$ cat config.mk
export PLATFORM = sky130hd
export DESIGN_NAME = memshare_rqst_sched
export DESIGN_NICKNAME = d
export VERILOG_FILES = /design/src/rtl/memshare_rqst_sched.sv
export SDC_FILE = /design/constraint.sdc
export NUM_CORES = 1
export LEC_CHECK = 0
export ABC_AREA = 0
export CAP_MARGIN = 20
export CORE_MARGIN = 10
export CORE_UTILIZATION = 46
export DETAILED_ROUTE_END_ITERATION = 12
export PLACE_DENSITY = 0.76
export SYNTH_ARGS = -nofsm -noshare
export SYNTH_HDL_FRONTEND = slang
export SYNTH_SLANG_ARGS = --single-unit
$ cat constraint.sdc
create_clock -name sys_clk -period 4 [get_ports sys_clk]
set_clock_uncertainty 0.15 [all_clocks]
set_input_delay 0.8 -clock sys_clk [delete_from_list [all_inputs] [get_ports sys_clk]]
set_output_delay 0.8 -clock sys_clk [all_outputs]
set_load 0.1 [all_outputs]
$ cat src/rtl/memshare_rqst_sched.sv
// Shared column-bank request scheduler: splits an accepted request vector into
// batches of at most GRANT_PER_CYCLE grants. Optional macro: MEMSHARE_SCHED_STALL_CNT_EN.
module memshare_rqst_sched #(
    parameter int unsigned SHARED_BANK_NUM = 5,
    parameter int unsigned GRANT_PER_CYCLE = 2,
    parameter int unsigned BATCH_CNT_WIDTH = 3
) (
    input  logic                       sys_clk,
    input  logic                       rstn,
    input  logic [SHARED_BANK_NUM-1:0] share_rqstFlag_i,
    input  logic                       rqst_valid_i,
    output logic                       rqst_ready_o,
    output logic [SHARED_BANK_NUM-1:0] grant_o,
    output logic                       grant_valid_o,
    input  logic                       grant_ready_i,
    output logic                       endFlag_o,
    output logic [BATCH_CNT_WIDTH-1:0] batch_cnt_o
`ifdef MEMSHARE_SCHED_STALL_CNT_EN
    ,
    output logic [15:0]                stall_cnt_o
`endif
);

    localparam int unsigned N       = SHARED_BANK_NUM;
    localparam int unsigned CW      = BATCH_CNT_WIDTH;
    localparam int unsigned STALL_W = 16;

    typedef enum logic {
        IDLE  = 1'b0,
        ISSUE = 1'b1
    } state_t;

    state_t          state_q, state_d;
    logic [N-1:0]    pend_q, pend_d;
    logic [N-1:0]    grant_q, grant_d;
    logic            gvalid_q, gvalid_d;
    logic            end_q, end_d;
    logic [CW-1:0]   bcnt_q, bcnt_d;
    logic            load_c;
    logic [N-1:0]    src_c;
    logic [N-1:0]    sel_c;

    // Lowest-indexed set bits of v, at most GRANT_PER_CYCLE of them.
    function automatic logic [N-1:0] pick_low(input logic [N-1:0] v);
        logic [N-1:0] sel;
        int unsigned  cnt;
        sel = '0;
        cnt = 0;
        for (int unsigned i = 0; i < N; i++) begin
            if (v[i] && (cnt < GRANT_PER_CYCLE)) begin
                sel[i] = 1'b1;
                cnt++;
            end
        end
        return sel;
    endfunction

    always_comb begin
        state_d  = state_q;
        pend_d   = pend_q;
        grant_d  = grant_q;
        gvalid_d = gvalid_q;
        end_d    = end_q;
        bcnt_d   = bcnt_q;
        load_c   = 1'b0;
        src_c    = pend_q;
        sel_c    = '0;

        case (state_q)
            IDLE: begin
                if (rqst_valid_i) begin
                    load_c  = 1'b1;
                    src_c   = share_rqstFlag_i;
                    bcnt_d  = '0;
                    state_d = ISSUE;
                end
            end
            ISSUE: begin
                if (grant_ready_i) begin
                    if (end_q) begin
                        state_d  = IDLE;
                        pend_d   = '0;
                        grant_d  = '0;
                        gvalid_d = 1'b0;
                        end_d    = 1'b0;
                        bcnt_d   = '0;
                    end else begin
                        load_c = 1'b1;
                        bcnt_d = bcnt_q + CW'(1);
                    end
                end
            end
            default: state_d = IDLE;
        endcase

        // Batch load: grant the low bits now, keep the rest pending.
        if (load_c) begin
            sel_c    = pick_low(src_c);
            grant_d  = sel_c;
            pend_d   = src_c & ~sel_c;
            end_d    = (pend_d == '0);
            gvalid_d = 1'b1;
        end
    end

    always_ff @(posedge sys_clk or negedge rstn) begin
        if (!rstn) begin
            state_q  <= IDLE;
            pend_q   <= '0;
            grant_q  <= '0;
            gvalid_q <= 1'b0;
            end_q    <= 1'b0;
            bcnt_q   <= '0;
        end else begin
            state_q  <= state_d;
            pend_q   <= pend_d;
            grant_q  <= grant_d;
            gvalid_q <= gvalid_d;
            end_q    <= end_d;
            bcnt_q   <= bcnt_d;
        end
    end

`ifdef MEMSHARE_SCHED_STALL_CNT_EN
    logic [STALL_W-1:0] stall_q, stall_d;

    // Saturating count of ISSUE cycles held by downstream back-pressure.
    always_comb begin
        stall_d = stall_q;
        if ((state_q == ISSUE) && !grant_ready_i && (stall_q != {STALL_W{1'b1}})) begin
            stall_d = stall_q + STALL_W'(1);
        end
    end

    always_ff @(posedge sys_clk or negedge rstn) begin
        if (!rstn) begin
            stall_q <= '0;
        end else begin
            stall_q <= stall_d;
        end
    end

    assign stall_cnt_o = stall_q;
`endif

    assign rqst_ready_o  = (state_q == IDLE);
    assign grant_o       = grant_q;
    assign grant_valid_o = gvalid_q;
    assign endFlag_o     = end_q;
    assign batch_cnt_o   = bcnt_q;

endmodule

# Word level (Yosys, flattened, before mapping)
# Index checks and enable logic that the tools add are counted.
[totals] reg_bits=16 inputBits=9 out_inout_bits=11 wordCells=72
[classes] n_addsub=4 magnitude_cmp=4 n_eq_ne=2 muxes=42 n_bitwise=3 reduce_logical=11
[op_table] cell="$mux 32" n=7
[op_table] cell="$lt 32x2->1 const B" n=4
[op_table] cell="$add 32x1->32 const B" n=3
[op_table] cell="$mux 5" n=7
[op_table] cell="$mux 1" n=22
[op_table] cell="$mux 3" n=3
[op_table] cell="$pmux 3 s2" n=1
[op_table] cell="$reduce_bool 2->1" n=3
[op_table] cell="$and 5x5->5" n=1
[op_table] cell="$logic_not 5->1" n=1
[op_table] cell="$not 5->5" n=1
[op_table] cell="$logic_and 1x1->1" n=4
[op_table] cell="$ne 2x2->1 const B" n=2
[op_table] cell="$pmux 1 s2" n=2
[op_table] cell="$reduce_and 2->1" n=2
[op_table] cell="$add 3x1->3 const B" n=1
[op_table] cell="$reduce_and 3->1" n=1
[op_table] cell="$not 1->1" n=1

# Logic depth before layout (Yosys ltp)
[depth] word_depth=24 depth_mapped=12 ltp_nobuf=9

# Worst setup path after synthesis
# OpenSTA, ideal clock, no wires.
[synth_timing] kind="input to register" from="input rqst_valid_i" to="register pend_q[4]" setup_time_ns=0.121 arrival_ns=2.508 required_time_ns=3.729 path_slack_ns=1.221 path_stages=11 n_path_buf=2 cell_sequence="nor2b_4 buf_6 buf_6 and2_1 ha_1 a31oi_2 inv_1 ha_1 nor2_1 o21ai_2 a22o_1"
[synth_via] elab_chain_cells=23 elab_cells_between_ends=32 cone_classes="3 x add/sub; 4 x order compare; 15 x mux; 2 x bitwise; 8 x reduce/logical"
[synth_lines] item="start, declared" line_no="11" rtl="input logic rqst_valid_i,"
[synth_lines] item="$mux 5" line_no="71" rtl="if (rqst_valid_i) begin"
[synth_lines] item="$mux 5" line_no="69" rtl="case (state_q)"
[synth_lines] item="$mux 1" line_no="50" rtl="if (v[i] && (cnt < GRANT_PER_CYCLE)) begin"
[synth_lines] item="$mux 32" line_no="97" rtl="if (load_c) begin"
[synth_lines] item="$lt 32x2->1" line_no="50"
[synth_lines] item="$logic_and 1x1->1" line_no="50"
[synth_lines] item="$mux 32" line_no="50"
[synth_lines] item="$mux 32" line_no="97"
[synth_lines] item="[... 7 more ...]"
[synth_lines] item="$mux 32" line_no="97"
[synth_lines] item="$lt 32x2->1" line_no="50"
[synth_lines] item="$logic_and 1x1->1" line_no="50"
[synth_lines] item="$mux 1" line_no="50"
[synth_lines] item="$mux 1" line_no="97"
[synth_lines] item="$not 5->5" line_no="100" rtl="pend_d = src_c & ~sel_c;"
[synth_lines] item="$and 5x5->5" line_no="100"
[synth_lines] item="$mux 5" line_no="97"
[synth_lines] item="end signal, assigned" line_no="116" rtl="pend_q <= pend_d;"
[synth_lines] item="end, declared" line_no="34" rtl="logic [N-1:0] pend_q, pend_d;"
# Several ways; a longest one is shown, not always the timed one. The select of a mux whose other input is x is not followed.
# A chain may end at the register's enable or synchronous reset.

# Worst setup path in the final report
[layout_timing] from="register state_q" to="output rqst_ready_o"
[layout_via] elab_chain_cells=1
[layout_lines] item="start, declared" line_no="33" rtl="state_t state_q, state_d;"
[layout_lines] item="start signal, assigned" line_no="115" rtl="state_q <= state_d;"
[layout_lines] item="$not 1->1"
[layout_lines] item="end, declared" line_no="12" rtl="output logic rqst_ready_o,"
# No other way between the ends.

==> summary.txt <==
GRT
  – Met1 Track Usage GR: 10.86%
  – Most Crowded Layer GR: met2
  – Antenna violations before repair: 0
  – Largest net degree at the start of global routing: 16
  – Total grt overflow: 0
  – Met3 Use GR: 4.115%
  – First-pass GRT wire length: 2815 µm
  – M2 GR Usage: 16.25%
  – GRT Total Usage: 9.917%
  – Vias in the first global route: 625

Die
  – DIE WIDTH: 61.56 µm
  – Area of the core: 1577 µm²
  – Die area: 3790 µm²
  – Die H: 61.56 µm
  – Row count: 14
  – Ports: 20
  – Initial Utilization: 50.40%

Timing
  – Max-Slew Margin vs Limit: 34.90%
  – RSZ-0062 raised after global routing: false
  – Final Hold Viols: 0
  – Setup WS post-layout: 1066 ps
  – Slew Viols, Final: 0
  – Period minus WS final: 2934 ps
  – Fin Setup TNS: 0 ps
  – Worst Tran Pin Value: 973.5 ps
  – Period Utilization, post-route: 73.35%
  – Final setup viols: 0
  – Highest Clock Rate: 340.8 MHz

CTS
  – Clk_lat worst skew: 280 ps
  – Setup Buffers After CTS: 0
  – Root buf cell: clkbuf_4
  – Clock slew at reported path FFs: 80 ps
  – Clock Sink Count: 14
  – CTS-repair resized insts: 0
  – Htree depth: 1
  – CTS Buf Count: 3
  – CTS tree: yes
  – # hold bufs at CTS: 0
  – CTS max path bufs: 2

Yosys
  – Flops & latches, synth: 14
  – Dominant cells by area after synthesis: dfrtp_1 (44%), buf_6 (5.7%), ha_1 (4.7%)
  – Post-Syn Instances: 75
  – Yosys top cell area share: 44.09%
  – Cell taking the most area after synthesis: dfrtp_1
  – Mean Syn Cell Area: 10.59 µm²
  – Syn nets: 87
  – Syn Std Cell Area: 794.5 µm²
  – Yosys warns: 0
  – Seq/Total Area, Yosys: 44.09%
  – Synth unique cells: 30

Finish
  – Area of the multi-input gates: 391.6 µm²
  – Finished Cell Area: 1003 µm²
  – FF/Latch Area: 350.3 µm²
  – Filler Cell Count: 130
  – N_diodes: 0
  – P&R area growth vs syn: 26.30%
  – Ratio of cells with drive above 1 in the final layout: 13.68%
  – Fin nets: 108

Placement
  – Gp weighted congestion: 0.8266
  – Post-DP Area: 967.2 µm²
  – Hpwl dp: 1333 µm
  – DP Worst Slack: 861.1 ps
  – Port Buf Inserts: 19

Job
  – # Max-Cap Violations: 0

Setup path
  – Critical path class: reg2out
  – Worst EP arrival: 1980 ps
  – Endpoint type of the worst setup path: output port
  – CP startpoint kind: flip-flop
  – Worst path required time: 3050 ps
  – Peak fanout along the critical path: 8

Route
  – Via count: 628
  – Iteration-0 DRC count of the detailed router: 18
  – DR pass1 iterations: 4
  – Detail Route Antenna Nets: 0
  – Vias per Instance: 5.658
  – DRT Wirelength: 1732 µm
  – Drt drc: 0
  – WL per Instance: 15.60 µm

Run status
  – Status: complete, no violations

Worst hold path
  – Hold Crit Class: reg2reg
registers in the layout (all words and copies together), names as in the netlist:
signal / flops
pend_q: 3
grant_o: 5
state_q: 1
batch_cnt_o: 3
endFlag_o: 1
grant_valid_o: 1
per-stage QoR:
stage	instances	utilization, %	hold WS, ps
floorplan	75	-	349.2
detailed placement	107	61.35	319.5
global placement	107	61.35	319.9
CTS	111	63.65	344.2
finish	111	63.65	336.1
global route	111	63.65	375.2
per-layer routing:
layer	vias to the layer above	routed length [µm]	part of all wire (%)
met2	17	810	47
met4	0	0	0
li1	311	-	-
met1	300	813	47
met3	0	107	6.2
met5	-	0	0
final cells by class:
class,count,area share [%]
Inverter,2,0.7481
Timing Repair Buffer,20,19.70
Multi-Input combinational cell,55,39.03
Tap cell,16,1.995
Clock buffer,4,3.616
Sequential cell,14,34.91
synthesized netlist by cell type:
cell,n
ha_1,3
o2bb2ai_1,1
a21oi_2,1
a31oi_2,1
buf_6,4
a21oi_1,2
o21ai_2,1
a32o_1,1
a21boi_1,1
nor2_1,3
a22oi_1,3
nand2_1,9
nor3_1,2
a22o_1,3
a41oi_2,1
nor3b_1,1
nand3b_1,1
o32ai_1,1
xor2_1,1
nor2b_4,1
o21ai_0,4
mux2i_1,3
nor2_2,1
or2_2,1
inv_1,2
dfrtp_1,14
a21o_2,1
a21o_1,3
o21ai_1,3
and2_1,2
final timing paths:
path,start,to,slack (ps),cells past startpoint
max,state_q,rqst_ready_o,1070,2
min,batch_cnt_o[2],batch_cnt_o[2],340,1
max reg2reg,state_q,pend_q[4],1630,9
min reg2reg,batch_cnt_o[2],batch_cnt_o[2],340,1
max in group asynchronous,rstn,pend_q[3],2530,1
min in group asynchronous,rstn,batch_cnt_o[0],760,1
worst max-delay path, cell delays in order, from the launching register on:
cell and delay (ps):
dfrtp_1 490, inv_1 80, clkdlybuf4s50_1 1130
cells in the final DEF (no fill, tap or decap), types with 2 or more instances in the layout:
master           instances
nand2_1                  9
clkbuf_4                 3
a21oi_1                  2
ha_1                     3
a22o_1                   3
nor2_1                   3
o21ai_0                  4
a21o_1                   3
o21ai_1                  3
a22oi_1                  3
dfrtp_1                 14
nor3_1                   2
and2_1                   2
clkdlybuf4s50_1         19
mux2i_1                  3
inv_1                    2
cell families after synthesis:
kind of cell	count (synthesis)	synth area share, %
AND/OR/NAND/NOR	21	13.70
AO/OA/AOI/OAI	27	25.99
buffers and inverters	6	6.614
adder cells (fa/ha/maj)	3	4.725
multiplexers	3	3.780
XOR/XNOR	1	1.103
flip-flops	14	44.09
Power is left out: the tool's default activity adds up to more than one toggle a clock period on the data nets, which glitch-free logic cannot reach.
